$ cat config.mk
export PLATFORM = sky130hd
export DESIGN_NAME = uart_rx_os
export DESIGN_NICKNAME = d
export VERILOG_FILES = /design/src/rtl/uart_pkg.sv /design/src/rtl/uart_baud_tick.sv /design/src/rtl/uart_rx_os.sv
export SDC_FILE = /design/constraint.sdc
export NUM_CORES = 1
export LEC_CHECK = 0
export CAP_MARGIN = 20
export CORE_ASPECT_RATIO = 1.1
export CORE_MARGIN = 2
export CORE_UTILIZATION = 50
export DETAILED_ROUTE_END_ITERATION = 10
export GPL_ROUTABILITY_DRIVEN = 0
export PLACE_DENSITY = 0.86
export SYNTH_ARGS = -nofsm -noshare
export SYNTH_HDL_FRONTEND = slang
export SYNTH_SLANG_ARGS = --single-unit
$ cat constraint.sdc
create_clock -name clk -period 2 [get_ports clk]
set_input_delay 0.2 -clock clk [delete_from_list [all_inputs] [get_ports clk]]
set_output_delay 0.2 -clock clk [all_outputs]
set_load 0.02 [all_outputs]
$ cat src/rtl/uart_pkg.sv
// Shared definitions for the oversampling UART: parity encodings, receiver
// state codes and the 3-sample majority vote.
package uart_pkg;

  localparam logic [1:0] PAR_NONE = 2'b00;
  localparam logic [1:0] PAR_EVEN = 2'b01;
  localparam logic [1:0] PAR_ODD  = 2'b10;

  localparam logic [2:0] IDLE   = 3'd0;
  localparam logic [2:0] START  = 3'd1;
  localparam logic [2:0] DATA   = 3'd2;
  localparam logic [2:0] PARITY = 3'd3;
  localparam logic [2:0] STOP   = 3'd4;
  localparam logic [2:0] STOP2  = 3'd5;

  function automatic logic maj3(input logic a, input logic b, input logic c);
    return (a & b) | (a & c) | (b & c);
  endfunction

endpackage

$ cat src/rtl/uart_baud_tick.sv
// Oversample tick generator: free-running 0..div counter, tick on the cycle it
// equals div, synchronous clear so a receiver can realign on a start edge.
module uart_baud_tick #(
  parameter int DIV_W = 16
) (
  input  logic             clk,
  input  logic             rst,
  input  logic             clr,
  input  logic [DIV_W-1:0] div,
  output logic             tick
);

  logic [DIV_W-1:0] cnt_r;

  assign tick = (cnt_r == div);

  // divisor counter
  always_ff @(posedge clk or posedge rst) begin
    if (rst) begin
      cnt_r <= '0;
    end else if (clr || tick) begin
      cnt_r <= '0;
    end else begin
      cnt_r <= cnt_r + DIV_W'(1);
    end
  end

endmodule

$ cat src/rtl/uart_rx_os.sv
// Oversampling UART receiver: majority-voted bit sampling, runtime parity and
// stop-bit selection, valid/ready output with overrun reporting.
module uart_rx_os
  import uart_pkg::*;
#(
  parameter int DATA_BITS  = 8,
  parameter int OVERSAMPLE = 16,
  parameter int DIV_W      = 16
) (
  input  logic                 clk,
  input  logic                 rst,
  input  logic [DIV_W-1:0]     baud_div,
  input  logic [1:0]           parity_mode,
  input  logic                 two_stop,
  input  logic                 rx_serial,
  output logic [DATA_BITS-1:0] rx_data,
  output logic                 rx_valid,
  input  logic                 rx_ready,
  output logic                 parity_err,
  output logic                 frame_err,
  output logic                 overrun
);

  localparam int SW = $clog2(OVERSAMPLE);
  localparam int BW = $clog2(DATA_BITS + 1);
  localparam logic [SW-1:0] S_LO   = SW'(OVERSAMPLE / 2 - 1);
  localparam logic [SW-1:0] S_MID  = SW'(OVERSAMPLE / 2);
  localparam logic [SW-1:0] S_HI   = SW'(OVERSAMPLE / 2 + 1);
  localparam logic [SW-1:0] S_LAST = SW'(OVERSAMPLE - 1);
  localparam logic [BW-1:0] B_LAST = BW'(DATA_BITS - 1);

  logic                 sync1_r, sync2_r;
  logic [2:0]           state_r;
  logic [SW-1:0]        sample_cnt_r;
  logic [BW-1:0]        bit_cnt_r;
  logic                 samp_lo_r, samp_mid_r;
  logic [DATA_BITS-1:0] shreg_r;
  logic                 bit_r, have_bit_r;
  logic                 perr_r, ferr_r;
  logic [1:0]           par_mode_r;
  logic                 two_stop_r;

  logic tick_s, start_s, mid_s, last_s, vote_s, finish_s, par_exp_s, par_en_s;

  assign start_s   = (state_r == IDLE) && !sync2_r;
  assign mid_s     = tick_s && (sample_cnt_r == S_HI);
  assign last_s    = tick_s && (sample_cnt_r == S_LAST);
  assign vote_s    = maj3(samp_lo_r, samp_mid_r, sync2_r);
  assign finish_s  = mid_s && (((state_r == STOP) && !two_stop_r) || (state_r == STOP2));
  assign par_en_s  = (par_mode_r == PAR_EVEN) || (par_mode_r == PAR_ODD);
  assign par_exp_s = (par_mode_r == PAR_ODD) ? ~(^shreg_r) : ^shreg_r;

  uart_baud_tick #(.DIV_W(DIV_W)) u_tick (
    .clk  (clk),
    .rst  (rst),
    .clr  (start_s),
    .div  (baud_div),
    .tick (tick_s)
  );

  // input synchroniser, idles high
  always_ff @(posedge clk or posedge rst) begin
    if (rst) begin
      sync1_r <= 1'b1;
      sync2_r <= 1'b1;
    end else begin
      sync1_r <= rx_serial;
      sync2_r <= sync1_r;
    end
  end

  // per-bit tick counter and the two early vote samples
  always_ff @(posedge clk or posedge rst) begin
    if (rst) begin
      sample_cnt_r <= '0;
      samp_lo_r    <= 1'b0;
      samp_mid_r   <= 1'b0;
    end else begin
      if (start_s) begin
        sample_cnt_r <= '0;
      end else if (tick_s && (state_r != IDLE)) begin
        sample_cnt_r <= (sample_cnt_r == S_LAST) ? '0 : sample_cnt_r + SW'(1);
      end
      if (tick_s && (sample_cnt_r == S_LO)) samp_lo_r <= sync2_r;
      if (tick_s && (sample_cnt_r == S_MID)) samp_mid_r <= sync2_r;
    end
  end

  // frame state machine; data bits are voted mid-bit and shifted at bit end
  always_ff @(posedge clk or posedge rst) begin
    if (rst) begin
      state_r    <= IDLE;
      bit_cnt_r  <= '0;
      shreg_r    <= '0;
      bit_r      <= 1'b0;
      have_bit_r <= 1'b0;
      perr_r     <= 1'b0;
      ferr_r     <= 1'b0;
      par_mode_r <= PAR_NONE;
      two_stop_r <= 1'b0;
    end else begin
      case (state_r)
        IDLE: begin
          if (start_s) begin
            state_r    <= START;
            bit_cnt_r  <= '0;
            have_bit_r <= 1'b0;
            perr_r     <= 1'b0;
            ferr_r     <= 1'b0;
            par_mode_r <= parity_mode;
            two_stop_r <= two_stop;
          end
        end
        START: begin
          if (mid_s) state_r <= vote_s ? IDLE : DATA;
        end
        DATA: begin
          // have_bit_r masks the tail of the start bit, which ends in DATA
          if (mid_s) begin
            bit_r      <= vote_s;
            have_bit_r <= 1'b1;
          end else if (last_s && have_bit_r) begin
            shreg_r    <= {bit_r, shreg_r[DATA_BITS-1:1]};
            have_bit_r <= 1'b0;
            bit_cnt_r  <= bit_cnt_r + BW'(1);
            if (bit_cnt_r == B_LAST) state_r <= par_en_s ? PARITY : STOP;
          end
        end
        PARITY: begin
          if (mid_s) begin
            perr_r  <= vote_s ^ par_exp_s;
            state_r <= STOP;
          end
        end
        STOP: begin
          if (mid_s) begin
            ferr_r  <= ferr_r | ~vote_s;
            state_r <= two_stop_r ? STOP2 : IDLE;
          end
        end
        STOP2: begin
          if (mid_s) state_r <= IDLE;
        end
        default: state_r <= IDLE;
      endcase
    end
  end

  // output register with valid/ready hand-off and overrun pulse
  always_ff @(posedge clk or posedge rst) begin
    if (rst) begin
      rx_data    <= '0;
      rx_valid   <= 1'b0;
      parity_err <= 1'b0;
      frame_err  <= 1'b0;
      overrun    <= 1'b0;
    end else begin
      overrun <= 1'b0;
      if (finish_s) begin
        if (!rx_valid || rx_ready) begin
          rx_data    <= shreg_r;
          parity_err <= perr_r;
          frame_err  <= ferr_r | ~vote_s;
          rx_valid   <= 1'b1;
        end else begin
          overrun <= 1'b1;
        end
      end else if (rx_valid && rx_ready) begin
        rx_valid <= 1'b0;
      end
    end
  end

endmodule
Yosys cells after proc, flatten, opt, wreduce, memory -nomap -nowiden
Cells that the tools add are included.
- add/subtract/negate cells: 3
- equal/unequal tests: 23
- multiplexer cells: 34
- bitwise logic cells: 10
- reductions and logical operators: 35
- operators with widths (cell ; count):
    $mux W3 ; 10
    $mux W4 ; 6
    $pmux W3 S6 ; 1
    $add A16 B1 Y16 const B ; 1
    $eq A16 B16 Y1 ; 1
    $mux W16 ; 1
    $ne A2 B2 Y1 const B ; 7
    $eq A4 B4 Y1 const B ; 3
    $reduce_and A3 Y1 ; 4
    $mux W1 ; 11
    $logic_and A1 B1 Y1 ; 10
    $reduce_bool A2 Y1 ; 5
    $add A4 B1 Y4 const B ; 2
    $eq A4 B3 Y1 const B ; 2
    $pmux W4 S2 ; 1
    $reduce_and A2 Y1 ; 4
    $reduce_and A8 Y1 ; 1
    $reduce_xor A8 Y1 ; 1
    $eq A3 B2 Y1 const B ; 2
    $eq A3 B3 Y1 const B ; 2
    $pmux W1 S2 ; 3
    $logic_or A1 B1 Y1 ; 4
    $ne A2 B1 Y1 const B ; 2
    $reduce_and A4 Y1 ; 1
    12 further kinds ; 20
- register bits after elaboration: 58
- input port bits: 23
- output and inout port bits: 12
- logic and storage cells: 125

Longest topological paths before layout
- depth after elaboration: 7
- mapped depth: 9

Hierarchy
From an unflattened synthesis, not the netlist that was laid out.
- cells, all modules: 280
- area, all modules: 3007.9 µm²
- modules (own cells, without submodules) (module ; instances ; cells each ; area each (µm²) ; seq. area each (µm²)):
    uart_rx_os ; 1 ; 179 ; 2021.9 ; 1053.5
    uart_baud_tick ; 1 ; 101 ; 985.9 ; 400.4

Worst setup path before layout
No wires, ideal clock.
- kind: register to register
- from: register u_tick.cnt_r[6]
- to: register state_r[2]
- arrival time: 2.076 ns
- slack: -0.201 ns
- stages on the path, launching flop included: 10
- path buffers: 3
- clock period less this slack: 2.201 ns
- cell sequence: dfrtp_1 -> buf_6 -> xnor2_2 -> nand4_1 -> nor4_2 -> buf_4 -> nand3_1 -> buf_6 -> a221oi_1 -> mux2_2
- longest elaborated chain between the ends: 5
- elaborated cells on any way between the ends: 11
- classes of those cells: eq/ne: 7; reduce/logical: 4
- RTL lines (what ; RTL line ; text):
    from (decl) ; uart_baud_tick.sv:13 ; logic [DIV_W-1:0] cnt_r;
    from (signal assigned) ; uart_baud_tick.sv:24 ; cnt_r <= cnt_r + DIV_W'(1);
    $eq A16 B16 Y1 * ; uart_baud_tick.sv:15 ; assign tick = (cnt_r == div);
    $logic_and A1 B1 Y1 ; uart_rx_os.sv:47 ; assign last_s = tick_s && (sample_cnt_r == S_LAST);
    $logic_and A1 B1 Y1 ; uart_rx_os.sv:122 ; end else if (last_s && have_bit_r) begin
    $ne A2 B2 Y1 (no source line) ; n/a ;
    $reduce_and A8 Y1 (no source line) * ; n/a ;
    to (signal assigned) ; uart_rx_os.sv:115 ; if (mid_s) state_r <= vote_s ? IDLE : DATA;
    to (signal assigned) ; uart_rx_os.sv:126 ; if (bit_cnt_r == B_LAST) state_r <= par_en_s ? PARITY : STOP;
    to (signal assigned) ; uart_rx_os.sv:138 ; state_r <= two_stop_r ? STOP2 : IDLE;
    to (decl) ; uart_rx_os.sv:33 ; logic [2:0] state_r;
Mark *: on every way between the ends. The rest lies on a longest branch, timed or not.
A chain may end at the register's enable or synchronous reset.

Worst setup path after layout
- from: register u_tick.cnt_r[5]
- to: register bit_cnt_r[3]
- longest elaborated chain between the ends: 5
- elaborated cells on any way between the ends: 7
- classes of those cells: eq/ne: 3; reduce/logical: 4
- RTL lines (what ; RTL line ; text):
    $eq A16 B16 Y1 * ; uart_baud_tick.sv:15 ;
    $logic_and A1 B1 Y1 ; uart_rx_os.sv:47 ;
    $logic_and A1 B1 Y1 ; uart_rx_os.sv:122 ;
    $ne A2 B2 Y1 (no source line) ; n/a ;
    $reduce_and A4 Y1 (no source line) * ; n/a ;
    to (signal assigned) ; uart_rx_os.sv:125 ; bit_cnt_r <= bit_cnt_r + BW'(1);
    to (decl) ; uart_rx_os.sv:35 ; logic [BW-1:0] bit_cnt_r;
Marks and branches as above.

==> qor.yml <==
drcViolationCount: 0
ys.flop_type: "dfrtp_1"
setup_viol: 29
synth-warning-count: 0
power_density_nw_per_um2: 656
crit_fanout: 5
grt-busiest-layer: "met2"
place_hpwl_um: 4600
syn_area_um2: 2980
drt-pass1-iter-count: 4
grt_max_degree: 30
clkSinkCount: 58
die_h_um: 85.0
port-buffer-count: 34
endpoint_kind: "register"
critPathRequiredTime_ps: 2230
final_common_cell: "dfrtp_1"
routedWlPerCell_um: 15.8
fin_crit_sh: 1.10
max-clock-path-buffers: 2
drtAntennaViolNets: 0
hold_violations: 0
rows: 29
hp-class: "in2async"
slowest_delay_ps: 430
first_iter_violations: 157
drive_gt1_frac: 0.290
post-route-util: 0.726
critPathKind: "reg2reg"
post_drt_via_cell_ratio: 5.38
via_count: 2325
use_met2: 0.395
grt_overflow: 0
syn_avg_cell_area_um2: 11.0
antenna_found_initial: 0
yosysUniqueCellTypes: 44
violations: "negative setup slack"
synth-edff-count: 0
met1_usage: 0.261
crit_chain: "xnor2_2 -> nand4_1 -> nor4_2 -> buf_4 -> nand3_4 -> a221o_1 -> a221o_1"
slowest_stage: "dfrtp_1"
cts.htree.levels: 3
maxCapViolCount: 0
areaGrowthSynthToFinish_pct: 40.5
synth_fp_nets: 301
crit_start: "u_tick.cnt_r[5]$_DFF_PP0_"
relSlewSlack: 0.674
clk_latency_ps: 350
ys_seq_area_frac: 0.488
ys_async_sr_fraction: 1.00
cts_inserted_buffers: 9
worst_pin_slew_ps: 483
core_um2: 5770
n_antenna_cell: 0
path_common_cell: "a221o_1"
p_leak_uw: 0.00185
pin_count: 35
netlist_instances: 272
slew_viol_final: 0
drt-total-wl_um: 6830
vdd_drop_max_mv: 0.476
die_area_um2: 6590
root_buffer: "clkbuf_8"
cp.arrival_ps: 2430
fill_cells: 378
min_period_ps: 2200
startpoint_type: "register"
grtUsageTotal: 0.224
die_w_um: 77.6
rr_startpoint: "u_tick.cnt_r[5]$_DFF_PP0_"
start_util: 0.517
place_area_um2: 3750
skew_ps: 7.13
finalWorstSetupSlack_ps: -197
layout.nets: 379
postCtsHoldBufs: 0
met3_usage: 0.0585
post-route-cell-area_um2: 4190
rsz0062_at_grt: "yes"
first_global_vias: 2579
yosys_register_bits: 58
path_clk_slew_ps: 70
max_freq_ghz: 0.455
layout_common_cells: "56 x dfrtp_1, 35 x buf_4, 34 x clkdlybuf4s50_1, 25 x xnor2_1, 21 x mux2_4"
grt_pass1_wl_um: 11700
cts_tree: "yes"
status: "finished with violations"
[kinds of logic (layout without fill, tap and decap cells)]
group / Yosys count / after routing / share of synthesized area
mux: 23 / 23 / 0.0869
fa+ha+maj: 7 / 7 / 0.0285
buf+inv: 19 / 102 / 0.0319
xor+xnor: 39 / 39 / 0.117
simple gates: 96 / 96 / 0.180
compound gates: 30 / 30 / 0.0680
flops: 58 / 58 / 0.488
[timing repair]
action	4_1_cts	5_1_grt
pin swaps	14	4
hold endpoints to repair	0	0
resized for setup	17	9
buffers inserted	6	1
endpoints found under the setup margin	29	30
gates cloned	1	0
[sequential cells by signal, summed over array words and instances, names as in the netlist, 2 cells and up]
name          flops
rx_data           8
shreg_r           8
par_mode_r        2
bit_cnt_r         4
sample_cnt_r      4
u_tick.cnt_r     16
state_r           3
[synth_stat cells, types with 2 or more instances]
| cell | count | area (um^2) |
|---|---|---|
| nor2b_1 | 4 | 25.0 |
| nand4b_1 | 2 | 17.5 |
| xor2_1 | 12 | 105 |
| nand3_1 | 15 | 75.1 |
| nand2_1 | 18 | 67.6 |
| a21oi_1 | 6 | 30.0 |
| xnor2_1 | 26 | 228 |
| nor3b_1 | 4 | 30.0 |
| a221o_1 | 3 | 30.0 |
| and4_1 | 2 | 17.5 |
| inv_1 | 9 | 33.8 |
| buf_4 | 2 | 15.0 |
| nor2_1 | 21 | 78.8 |
| a22o_1 | 3 | 26.3 |
| dfrtp_1 | 56 | 1400 |
| nor3_1 | 4 | 20.0 |
| a21o_1 | 3 | 22.5 |
| nand2b_1 | 5 | 31.3 |
| mux2_2 | 23 | 259 |
| and3_1 | 3 | 18.8 |
| buf_6 | 2 | 22.5 |
| ha_1 | 6 | 75.1 |
| o31ai_1 | 2 | 15.0 |
| clkbuf_1 | 5 | 18.8 |
| dfstp_2 | 2 | 52.6 |
| nand4_1 | 6 | 37.5 |
| o21ai_0 | 8 | 40.0 |
| or3_1 | 4 | 25.0 |
[area by class of cell]
type / count / area (um^2) / area share
Clock buffer: 9 / 124 / 0.0296
Clock inverter: 7 / 103 / 0.0245
Inverter: 9 / 33.8 / 0.00807
Multi-Input combinational cell: 195 / 1620 / 0.388
Sequential cell: 58 / 1450 / 0.347
Tap cell: 77 / 96.3 / 0.0230
Timing Repair Buffer: 77 / 753 / 0.180
[routing by layer]
| layer | share of wire | routed length (um) | vias up |
|---|---|---|---|
| met4 | 0.020 | 137 | 0 |
| met1 | 0.41 | 2790 | 1133 |
| met2 | 0.53 | 3620 | 70 |
| met3 | 0.042 | 287 | 17 |
| met5 | 0 | 0 | - |
| li1 | - | - | 1105 |
[path summary, 6_finish.rpt]
check	slack (ps)	cells after the start	end
worst min-delay path	160	2	shreg_r[5]$_DFFE_PP0P_
worst max-delay path	-200	7	bit_cnt_r[3]$_DFFE_PP0P_
min in group clk	260	1	sync1_r$_DFF_PP1_
max in group asynchronous	1250	3	sync1_r$_DFF_PP1_
worst min register to register	360	0	sync2_r$_DFF_PP1_
worst max register to register	-200	7	bit_cnt_r[3]$_DFFE_PP0P_
[worst max-delay path, delay by kind of cell, from the launching register on]
kind,cells,cell delay (ps)
and+or+nand+nor,3,510
buffers and inverters,1,200
AOI/OAI and AO/OA,2,770
DFF,1,430
xor gates and xnor gates,1,170
[where the power goes]
part	internal, uW	switching [uW]
logic	155	110
registers	1210	38.3
clock network	711	520
[metrics by stage]
stage / setup TNS [ps] / cells / power, uW / worst slack, ps / hold slack [ps]
2_1_floorplan: -917 / 272 / 1400 / -67.5 / 204
6_report: -3530 / 432 / 2750 / -197 / 163
3_5_place_dp: -11370 / 408 / 1520 / -434 / 349
4_1_cts: -2180 / 431 / 2760 / -135 / 160
5_1_grt: -5930 / 432 / 2860 / -263 / 181
3_3_place_gp: -8280 / 408 / 1510 / -335 / 346
No activity file was read; power rests on OpenSTA's default activity.
==> patch: new RTL, config.mk and constraints unchanged <==
`DIV_W` is set to 16 in 2 places; all go to 24.
--- a/src/rtl/uart_baud_tick.sv
+++ b/src/rtl/uart_baud_tick.sv
@@ -1,7 +1,7 @@
 // Oversample tick generator: free-running 0..div counter, tick on the cycle it
 // equals div, synchronous clear so a receiver can realign on a start edge.
 module uart_baud_tick #(
-  parameter int DIV_W = 16
+  parameter int DIV_W = 24
 ) (
   input  logic             clk,
   input  logic             rst,
--- a/src/rtl/uart_rx_os.sv
+++ b/src/rtl/uart_rx_os.sv
@@ -5,7 +5,7 @@
 #(
   parameter int DATA_BITS  = 8,
   parameter int OVERSAMPLE = 16,
-  parameter int DIV_W      = 16
+  parameter int DIV_W      = 24
 ) (
   input  logic                 clk,
   input  logic                 rst,
Ports: changed (resized baud_div); port bits go from 35 to 43. No check against the original RTL was run, so the function may have changed too.
==> patch against the original RTL <==
  * The flow still finishes with violations (negative setup slack)
  * Cell count grew 15%
  * Power shrank 4.6%
  * Worst setup slack lost 0.0038 ns
  * Cell area grew 9.5%
  * Wire length grew 14%
  * Area after synthesis grew 16%
  * Sequential cell count grew 8
  * Largest cell class unchanged
==> patch: results (changes against the original RTL) <==
Synth
  • Post-Syn Nets: 366 (+22%)
  • Post-synth top cells: dfrtp_1, xnor2_1, nor2_1
  • Sequential share of the synthesized area: 47.9% (-0.85 points)
  • Post-synthesis mux area share: 7.83% (-0.86 points)
  • Share of async-settable or async-resettable flops after synthesis: 100% (unchanged)
  • Netlist cell types: 46 (+4.5%)
  • Synth Area in XOR/XNOR: 14.0% (+2.2 points)
  • Compound-Gate Fraction of Synth Area: 6.74% (-0.057 points)
  • Top FF cell, synth: dfrtp_1
  • Largest cells by area after synthesis: dfrtp_1, xnor2_1, mux2_2, xor2_1, nor2_1
  • Syn_area_per_cell: 10.5 um2 (-4.3%)
  • Adder-cell share of the synthesized area: 2.47% (-0.39 points)

Setup path
  • Worst path arrival time: 2.43 ns (about the same)
  • Largest delay share family, worst path: simple AND/OR/NAND/NOR gates
  • CP max FO: 10 (+5)
  • Slowest stage cell on the critical path: nor4_4
  • CP max stage delay: 0.45 ns (+0.02 ns)

Timing
  • Final setup fails: 28 (-3.4%)
  • Clk_skew: 0.0108 ns (+0.00370 ns)
  • Fin worst setup slack: -0.201 ns (-0.00379 ns)
  • Worst-Margin Slew: 0.731 ns (+0.248 ns)
  • Setup TNS Final: -3.25 ns (+0.280 ns)

Place
  • Inst Count DP: 476 (+17%)
  • Port bufs: 42 (+24%)
  • Worst slack, placed: -0.417 ns (+0.0168 ns)
  • DP HPWL: 5220 um (+14%)
  • Post-DP Area: 4200 um2 (+12%)

Cells and area
  • Filler-free cell count of the finished design: 497 (+15%)
  • # fillers: 494 (+31%)
  • Registers with the most flip-flops: u_tick.cnt_r (24), rx_data (8), shreg_r (8)
  • Fraction of layout cells with a size suffix above 1: 24.6% (-4.4 points)
  • Nets: 447 (+18%)

Outcome
  • Run status: finished with violations
  • Failing checks: negative setup slack

Power
  • Clk network pwr share: 43.3% (-1.5 points)
  • Int Power: 2.01 mW (-3.4%)
  • Lkg Pwr: 2.04 nW (+10%)
  • P_seq: 1.35 mW (+8%)
  • Worst VDD drop: 0.000586 V (+23%)

Clocking
  • Total CTS buffers: 9 (unchanged)

Routing
  • Drt pass-1 iters: 6 (+2)
  • Routed WL: 7820 um (+14%)
  • Vias per cell: 5.48 (+1.9%)
  • First DRT Iteration DRCs: 149 (-5.1%)

Global route
  • Total GRT Usage: 21.2% (-1.2 points)
  • Largest net degree at the start of global routing: 67 (+120%)
  • First-pass GRT wire length: 12600 um (+8.0%)
  • Vias in the first global route: 2733 (+6.0%)

Worst hold path
  • HP Class: input port to async pin
==> patch: changes by cell type after synthesis, moves of 5 or more <==
| cell | before | now |
|---|---|---|
| a31oi_1 | 1 | 8 |
| dfrtp_1 | 56 | 64 |
| nor2_1 | 21 | 36 |
| nand4_1 | 6 | 11 |
| xnor2_1 | 26 | 39 |
==> patch: per-layer routing <==
metal | up-vias | global-route usage (%) | share of wire [%]
li1 | 1306 | - | -
met1 | 1309 | 26.1 | 42
met2 | 95 | 35.6 | 50
met3 | 15 | 6.18 | 5.8
met4 | 0 | 7.51 | 1.9
met5 | - | 0 | 0
==> patch: path summary, 6_finish.rpt <==
| path | startpoint | endpoint | slack, ns | depth (start not counted) |
|---|---|---|---|---|
| min | rst | u_tick.cnt_r[9] | 0.22 | 3 |
| max in group asynchronous | rst | sync1_r | 1.44 | 3 |
| max reg2reg | u_tick.cnt_r[3] | frame_err | -0.20 | 7 |
| min reg2reg | sync1_r | sync2_r | 0.36 | 0 |
| max | u_tick.cnt_r[3] | frame_err | -0.20 | 7 |
| min in group clk | rx_serial | sync1_r | 0.26 | 1 |
==> patch: repair_timing <==
item / CTS / global route
pin swaps: 1 / 8
cloned: 0 / 2
resized for setup: 6 / 23
setup endpoints to repair: 51 / 58
setup buffers: 1 / 2
==> patch: final cells by class <==
cell class,count,area [um2],share of cell area [%]
inverters,7,26.3,0.573
well taps,82,103,2.24
repair buffers,80,781,17.0
clock buffers,9,124,2.70
flip-flops and latches,66,1650,36.1
clock inverters,7,76.3,1.66
multi-input cells,246,1820,39.7
==> patch: through the flow <==
step	power (mW)	util, %
after detailed placement	1.52	63.4
after floorplan	1.43	-
after global routing	2.72	69.1
final	2.62	69.1
after global placement	1.51	63.4
after CTS	2.64	66.9
